File: src/rtl/xc_lane_tx.sv
// xc_lane_tx
// ----------
// Transmit side of the X-lane link. Accepts one parallel frame per input
// handshake (X two-bit lane symbols plus an X-bit lane-enable mask) and
// serializes the enabled lanes, lowest index first, onto a 2-bit link with
// SOF/EOF framing. Frames with an all-zero mask are consumed and counted as
// drops without any link activity.
//
// Handshakes: a transfer happens on a rising clk edge where valid and ready
// are both high. in_valid/in_ready transfer a frame into the block;
// lnk_vld/lnk_rdy transfer one symbol to the link sink. While lnk_vld is high
// and lnk_rdy is low, lnk_dat/lnk_sof/lnk_eof hold stable. All outputs come
// from registered state only (no combinational input-to-output path).
//
// Ports
//   clk, rstb            clock, asynchronous active-low reset
//   in_valid, in_ready   frame input handshake
//   xc[X-1:0][1:0]       lane symbols, lane i = xc[i]
//   xa[X-1:0]            lane-enable mask
//   lnk_vld, lnk_rdy     link symbol handshake
//   lnk_dat[1:0]         link symbol
//   lnk_sof, lnk_eof     first / last symbol of a frame
//   busy                 FSM state (1 = SEND, a frame is held)
//   yb                   frames completely sent, wraps
//   drop_cnt             zero-mask frames accepted, wraps

module xc_lane_tx #(
    parameter int X = 4,
    parameter int Y = 1
) (
    input  logic              clk,
    input  logic              rstb,
    input  logic              in_valid,
    output logic              in_ready,
    input  logic [X-1:0][1:0] xc,
    input  logic [X-1:0]      xa,
    output logic              lnk_vld,
    input  logic              lnk_rdy,
    output logic [1:0]        lnk_dat,
    output logic              lnk_sof,
    output logic              lnk_eof,
    output logic              busy,
    output logic [X*Y-1:0]    yb,
    output logic [X*Y-1:0]    drop_cnt
);

    localparam int CW = X * Y;
    localparam int LW = (X > 1) ? $clog2(X) : 1;

    typedef enum logic {
        ST_IDLE = 1'b0,
        ST_SEND = 1'b1
    } state_t;

    state_t            state_q;
    state_t            state_d;

    logic [X-1:0][1:0] xc_q;
    // Lanes still to be sent in this frame, current lane included.
    logic [X-1:0]      rem_q;
    logic              sof_q;

    logic [LW-1:0]     cur_idx;
    logic              cur_found;
    logic [X-1:0]      rem_after;
    logic              last_lane;
    logic              accept;
    logic              xfer;

    // Current lane = lowest set bit of the remaining mask.
    always_comb begin
        cur_idx   = '0;
        cur_found = 1'b0;
        for (int i = 0; i < X; i++) begin
            if (!cur_found && rem_q[i]) begin
                cur_idx   = LW'(i);
                cur_found = 1'b1;
            end
        end
    end

    // Clearing the lowest set bit leaves the lanes after the current one;
    // disabled lanes are thereby skipped without spending a cycle.
    assign rem_after = rem_q & (rem_q - X'(1));
    assign last_lane = (rem_after == '0);

    assign accept = in_valid && (state_q == ST_IDLE);
    assign xfer   = lnk_rdy && (state_q == ST_SEND);

    // FSM state register
    always_ff @(posedge clk or negedge rstb) begin
        if (!rstb) begin
            state_q <= ST_IDLE;
        end else begin
            state_q <= state_d;
        end
    end

    // FSM next state and state-decoded outputs
    always_comb begin
        state_d  = state_q;
        in_ready = 1'b0;
        lnk_vld  = 1'b0;
        lnk_dat  = 2'b00;
        lnk_sof  = 1'b0;
        lnk_eof  = 1'b0;
        busy     = 1'b0;
        case (state_q)
            ST_IDLE: begin
                in_ready = 1'b1;
                if (accept && (xa != '0)) begin
                    state_d = ST_SEND;
                end
            end
            ST_SEND: begin
                lnk_vld = 1'b1;
                busy    = 1'b1;
                lnk_dat = xc_q[cur_idx];
                lnk_sof = sof_q;
                lnk_eof = last_lane;
                if (xfer && last_lane) begin
                    state_d = ST_IDLE;
                end
            end
            default: begin
                state_d = ST_IDLE;
            end
        endcase
    end

    // Held frame: captured only on accept, consumed lane by lane on transfer.
    always_ff @(posedge clk or negedge rstb) begin
        if (!rstb) begin
            xc_q  <= '0;
            rem_q <= '0;
            sof_q <= 1'b0;
        end else if (accept) begin
            xc_q  <= xc;
            rem_q <= xa;
            sof_q <= 1'b1;
        end else if (xfer) begin
            rem_q <= rem_after;
            sof_q <= 1'b0;
        end
    end

    // Wrap-around frame counters
    always_ff @(posedge clk or negedge rstb) begin
        if (!rstb) begin
            yb       <= '0;
            drop_cnt <= '0;
        end else begin
            if (xfer && last_lane) begin
                yb <= yb + CW'(1);
            end
            if (accept && (xa == '0)) begin
                drop_cnt <= drop_cnt + CW'(1);
            end
        end
    end

endmodule

File: config.mk
export PLATFORM = sky130hd
export DESIGN_NAME = xc_lane_tx
export DESIGN_NICKNAME = d
export VERILOG_FILES = /design/src/rtl/xc_lane_tx.sv
export SDC_FILE = /design/constraint.sdc
export NUM_CORES = 1
export LEC_CHECK = 0
export CAP_MARGIN = 20
export CORE_MARGIN = 3
export CORE_UTILIZATION = 50
export DETAILED_ROUTE_END_ITERATION = 16
export PLACE_DENSITY = 0.82
export REMOVE_ABC_BUFFERS = 1
export SYNTH_ARGS = -nofsm -noshare
export SYNTH_HDL_FRONTEND = slang
export SYNTH_SLANG_ARGS = --single-unit
File: constraint.sdc
create_clock -name clk -period 3.3 [get_ports clk]
set_clock_uncertainty 0.05 [all_clocks]
set_input_delay 0.33 -clock clk [delete_from_list [all_inputs] [get_ports clk]]
set_output_delay 0.33 -clock clk [all_outputs]
set_load 0.05 [all_outputs]
# After elaboration in Yosys (flattened, before gate mapping)
# Cells that the tools add are included.
# word_totals
word_cells	50
reg_bits	22
inputBits	16
# classes
n_lt_le_gt_ge	1
bitwise	2
n_reduce_logical	15
n_addsub	3
n_mux	20
# ops
operator	count
$mux 1	12
$add 4x1->4 const B	2
$logic_and 1x1->1	8
$logic_not 4->1	2
$mux 2	4
$mux 4	2
$and 4x4->4	1
$bmux 2 s2	1
$reduce_bool 4->1	1
$sub 4x1->4 const B	1
$logic_not 1->1	3
$lt 2x3->1 const B	1
$pmux 1 s2	1
$reduce_bool 2->1	1
$not 1->1	1

# Longest topological paths before layout
# depth
word_depth	13
depth_mapped	6
mapped_depth_nobuf	3

# Least setup slack after synthesis
# No wires, ideal clock.
# synth_path
path_kind	flip-flop to output port
start	register state_q
end	output port lnk_dat[0]
t_arrival_ps	1963
path_stages_with_launch	4
slack_ps	957
t_required_ps	2920
path_cell_list	dfrtp_1 > buf_6 > inv_1 > a31oi_1
# synth_via
elab_chain_cells	1
# synth_rtl
item	line	source
from (decl)	55	state_t state_q;
from (signal assigned)	95	state_q <= state_d;
$mux 2	108	case (state_q)
to (decl)	39	output logic [1:0] lnk_dat,
# Every way passes these cells.

# Worst setup path in the final report
# layout_path
start	register rem_q[0]
end	output port lnk_dat[0]
# layout_via
elab_chain_cells	13
# layout_rtl
item	line	source
from (decl)	60	logic [X-1:0] rem_q;
from (signal assigned)	142	rem_q <= rem_after;
$mux 1 *	75	if (!cur_found && rem_q[i]) begin
$logic_not 1->1	75	
$logic_and 1x1->1	75	
$mux 1	75	
$logic_not 1->1	75	
$logic_and 1x1->1	75	
$mux 1	75	
$logic_not 1->1	75	
$logic_and 1x1->1	75	
$mux 2 *	75	
$bmux 2 s2 *	118	lnk_dat = xc_q[cur_idx];
$mux 2 (not written as such) *	118	
$mux 2 *	108	
# Every way passes the cells marked *; elsewhere a longest branch is shown, timed or not. The select of a mux whose other input is x is not followed.

==> results.txt <==
The run finished with clean final reports. The number of cells on the worst reg-to-reg path came out at 3. The number of cells after detailed placement is 152.

Across the run, the number of max-cap violations was 0. The final HPWL from detailed placement came out at 1680 um. The worst path arrival time came out at 2.38 ns. The count of H-tree levels built during CTS came out at 1. Excluding fillers, the count of instances in the completed layout stands at 155. Clock latency on the worst-skew pair, taken at its later pin, is 0.30 ns.

The library cell used most frequently in the layout, excluding fill and tap cells, is clkdlybuf4s50_1. The floorplan step defined a die boundary enclosing 2890 sq um. Setup total negative slack on the finished layout was measured at 0 ns. The netlist area before placement is 1140 sq um. The worst register-to-register path begins at rem_q[0].

The cell count after synthesis came out at 102. By area the synthesized netlist is led by dfrtp_1 48%, mux2_2 9.9%, xnor2_1 3.8%. The clock buffer count from CTS came out at 3. The count of final max-slew check failures came out at 0. In this design, the stage delay of the slowest critical-path cell is 0.82 ns. The number of antenna violations at the first check in global routing was 0. The clock transition time at the flip-flop clock pins of the worst setup and hold paths is 0.12 ns. The die is 53.8 um tall. In the routed design, unresolved DRC markers number 0. The number of buffers inserted by post-CTS setup repair is 0. Among cell families on the critical path, the largest total delay comes from buffers and inverters. The worst register-to-register path ends at yb[3]. Summed over all instances, the cell type with the most area after synthesis is dfrtp_1. The proportion of synthesized area in mux cells came out at 11.6%. For this design the ratio of total power to cell area is 1090 nW/um^2. The starting density of the core is 55.4%. The critical path launch point type is a flip-flop. The number of standard-cell rows in the floorplan is 16. For hold timing, the worst endpoint is drop_cnt[3].

The clock period minus final worst setup slack is 2.76 ns. The root buffer cell is clkbuf_4. The number of warnings issued by yosys is 0. The classification of the worst-slack hold path is flip-flop to flip-flop.

The count of inserted antenna diode cells came out at 0. The simple-gate area share of the yosys netlist came out at 14.3%. The pin slew with the least headroom to its limit is 0.979 ns.

The worst setup path is captured at a primary output. The detailed-route wire length is 2300 um. The first global-routing pass estimated 3970 um of wire. The slowest stage of the critical path belongs to the cell clkdlybuf4s50_1.

The worst IR drop on VDD came out at 0.000696 V. In this run the remaining antenna-violating nets after routing total 0. The fraction of the mapped netlist area in adder cells came out at 2.19%. The synthesis-to-layout area growth came out at 27.2%. The total I/O pin count came out at 31. The via total after detailed routing is 904. The max-slew headroom at the worst pin came out at 34.5%. After synthesis, the largest family of logic cells by area is compound AO/OA/AOI/OAI gates. The mean cell area of the mapped netlist came out at 11.2 sq um.

The number of global-route vias before repair was 877. The global route total overflow is 0. The parity-gate share of the synthesized area counting xor and xnor cells came out at 3.83%. The portion of synthesized cell area occupied by the leading cell type came out at 48.2%. The ratio of final minimum period to clock period came out at 83.6%. Setup repair after global routing left no endpoint under its margin. Setup violations remaining at the end of the flow were counted as 0. After detailed routing, the average wire length per cell comes to 14.8 um. The fraction of the yosys area taken by sequential cells is 48.2%. The number of DRC markers after the initial detailed-route iteration is 13.

The worst hold path begins at drop_cnt[3]. The achievable frequency came out at 363 MHz. The maximum clock path buffer count came out at 2.

The top cell types in the final layout, fill and taps aside, are 30 x clkdlybuf4s50_1, 22 x dfrtp_1, 10 x mux2_2. For the worst setup path, the data required time is 2.92 ns. The count of buffers added on input and output ports is 30.

The core footprint is 2060 sq um. The number of distinct library cells after synthesis came out at 34. The final layout net count came out at 148. The signal on the critical path passes through nand3b_1 > a211o_2 > a31oi_1 > clkdlybuf4s50_1. The number of vias per cell is 5.83. The hold violation count in the final report came to 0. Global routing used 18.9% of the available tracks.

The routability congestion estimate from global placement is 0.756. The number of gates resized after CTS was 0. The critical path is of the flip-flop to primary output type. The die width came out at 53.8 um. The setup check on the worst reg-to-reg path leaves a slack of 1.62 ns.

The TritonCTS clock tree is built. The post-route worst hold slack is 0.436 ns. The leakage power of the design came out at 0.594 nW.

Buffers inserted to repair hold after CTS numbered 0. Counting instances, the worst hold path has a depth of 1. The number of clock sinks is 22. The layout cell share with drive strength beyond 1 came out at 14.1%. The register bit count reported by yosys is 22. Of all nets on the critical path, the largest fanout is 14. The number of search-and-repair iterations in the first detailed-routing pass came out at 4. The largest net degree at the start of global routing came out at 23. The number of buffers and inverters on the critical path is 1. The compound-gate portion of the synthesized area is 14.5%.
==> worst reg2reg max path: stages (launching register included) <==
cell and delay, ns:
dfrtp_1 0.53, or3_4 0.44, or4_1 0.50, nand4_1 0.10
==> cell usage after synthesis (all sizes together) <==
cell / count
nand4: 2
or4: 1
inv: 2
a21o: 2
o2111ai: 1
a2111o: 1
mux2: 10
or3: 2
clkbuf: 1
o21ai: 4
nor2b: 3
xnor2: 5
dfrtp: 22
nor2: 2
buf: 7
a211oi: 2
o21a: 1
and3: 1
nand3b: 4
ha: 2
o31ai: 1
o21bai: 1
a31oi: 3
nand2: 8
nand2b: 2
mux2i: 2
o22ai: 1
a211o: 3
a22o: 2
nor4: 1
nand3: 3
==> per-layer routing <==
layer | vias to the layer above | GRT usage [%] | part of all wire (%) | routed length [um]
met5 | - | 0 | 0 | 0
met1 | 451 | 25.1 | 44 | 1010
met4 | 0 | 7.23 | 0.52 | 12
met2 | 31 | 30.0 | 49 | 1130
li1 | 420 | - | - | -
met3 | 2 | 4.16 | 6.4 | 147
==> logic make-up after synthesis <==
kind of cell / after synthesis
flip-flops: 22
adder cells (fa/ha/maj): 2
buffers and inverters: 10
AO/OA/AOI/OAI: 22
multiplexers: 12
XOR/XNOR: 5
AND/OR/NAND/NOR: 29
==> worst max path at each step <==
stage | cells after the start | slack (ns) | end | from
6_report | 4 | 0.54 | lnk_dat[0] | rem_q[0]
5_1_grt | 4 | 0.42 | lnk_dat[0] | rem_q[0]
4_1_cts | 4 | 0.54 | lnk_dat[0] | rem_q[0]
3_5_place_dp | 4 | 0.88 | lnk_dat[0] | rem_q[0]
3_3_place_gp | 4 | 0.93 | lnk_dat[1] | rem_q[0]
2_1_floorplan | 2 | 0.37 | lnk_dat[0] | state_q
==> state kept, by name, summed over array words and instances (netlist names) <==
name / flops
state_q: 1
xc_q: 8
yb: 4
sof_q: 1
drop_cnt: 4
rem_q: 4
==> report_power, final <==
group	switching (mW)	leakage [nW]	internal [mW]
clock network	0.0758	0.0138	0.0425
registers	0.148	0.268	0.389
logic	0.539	0.313	0.382
total	0.763	0.594	0.814
==> cell type report <==
type / count / area (sq um)
fillers: 164 / 609
multi-input cells: 70 / 531
repair buffers: 31 / 308
clock buffers: 3 / 22.5
flip-flops and latches: 22 / 551
well taps: 27 / 33.8
inverters: 2 / 7.51
==> per-stage QoR <==
step | setup WS (ns) | utilization [%] | power, mW | area, sq um
6_report | 0.543 | 70.4 | 1.58 | 1450
3_5_place_dp | 0.885 | 69.4 | 1.46 | 1430
2_1_floorplan | 0.373 | - | 1.16 | 1090
4_1_cts | 0.537 | 70.4 | 1.59 | 1450
5_1_grt | 0.419 | 70.4 | 1.68 | 1450
3_3_place_gp | 0.927 | 69.4 | 1.43 | 1430
Note: power is estimated with default switching activity, not from simulation.
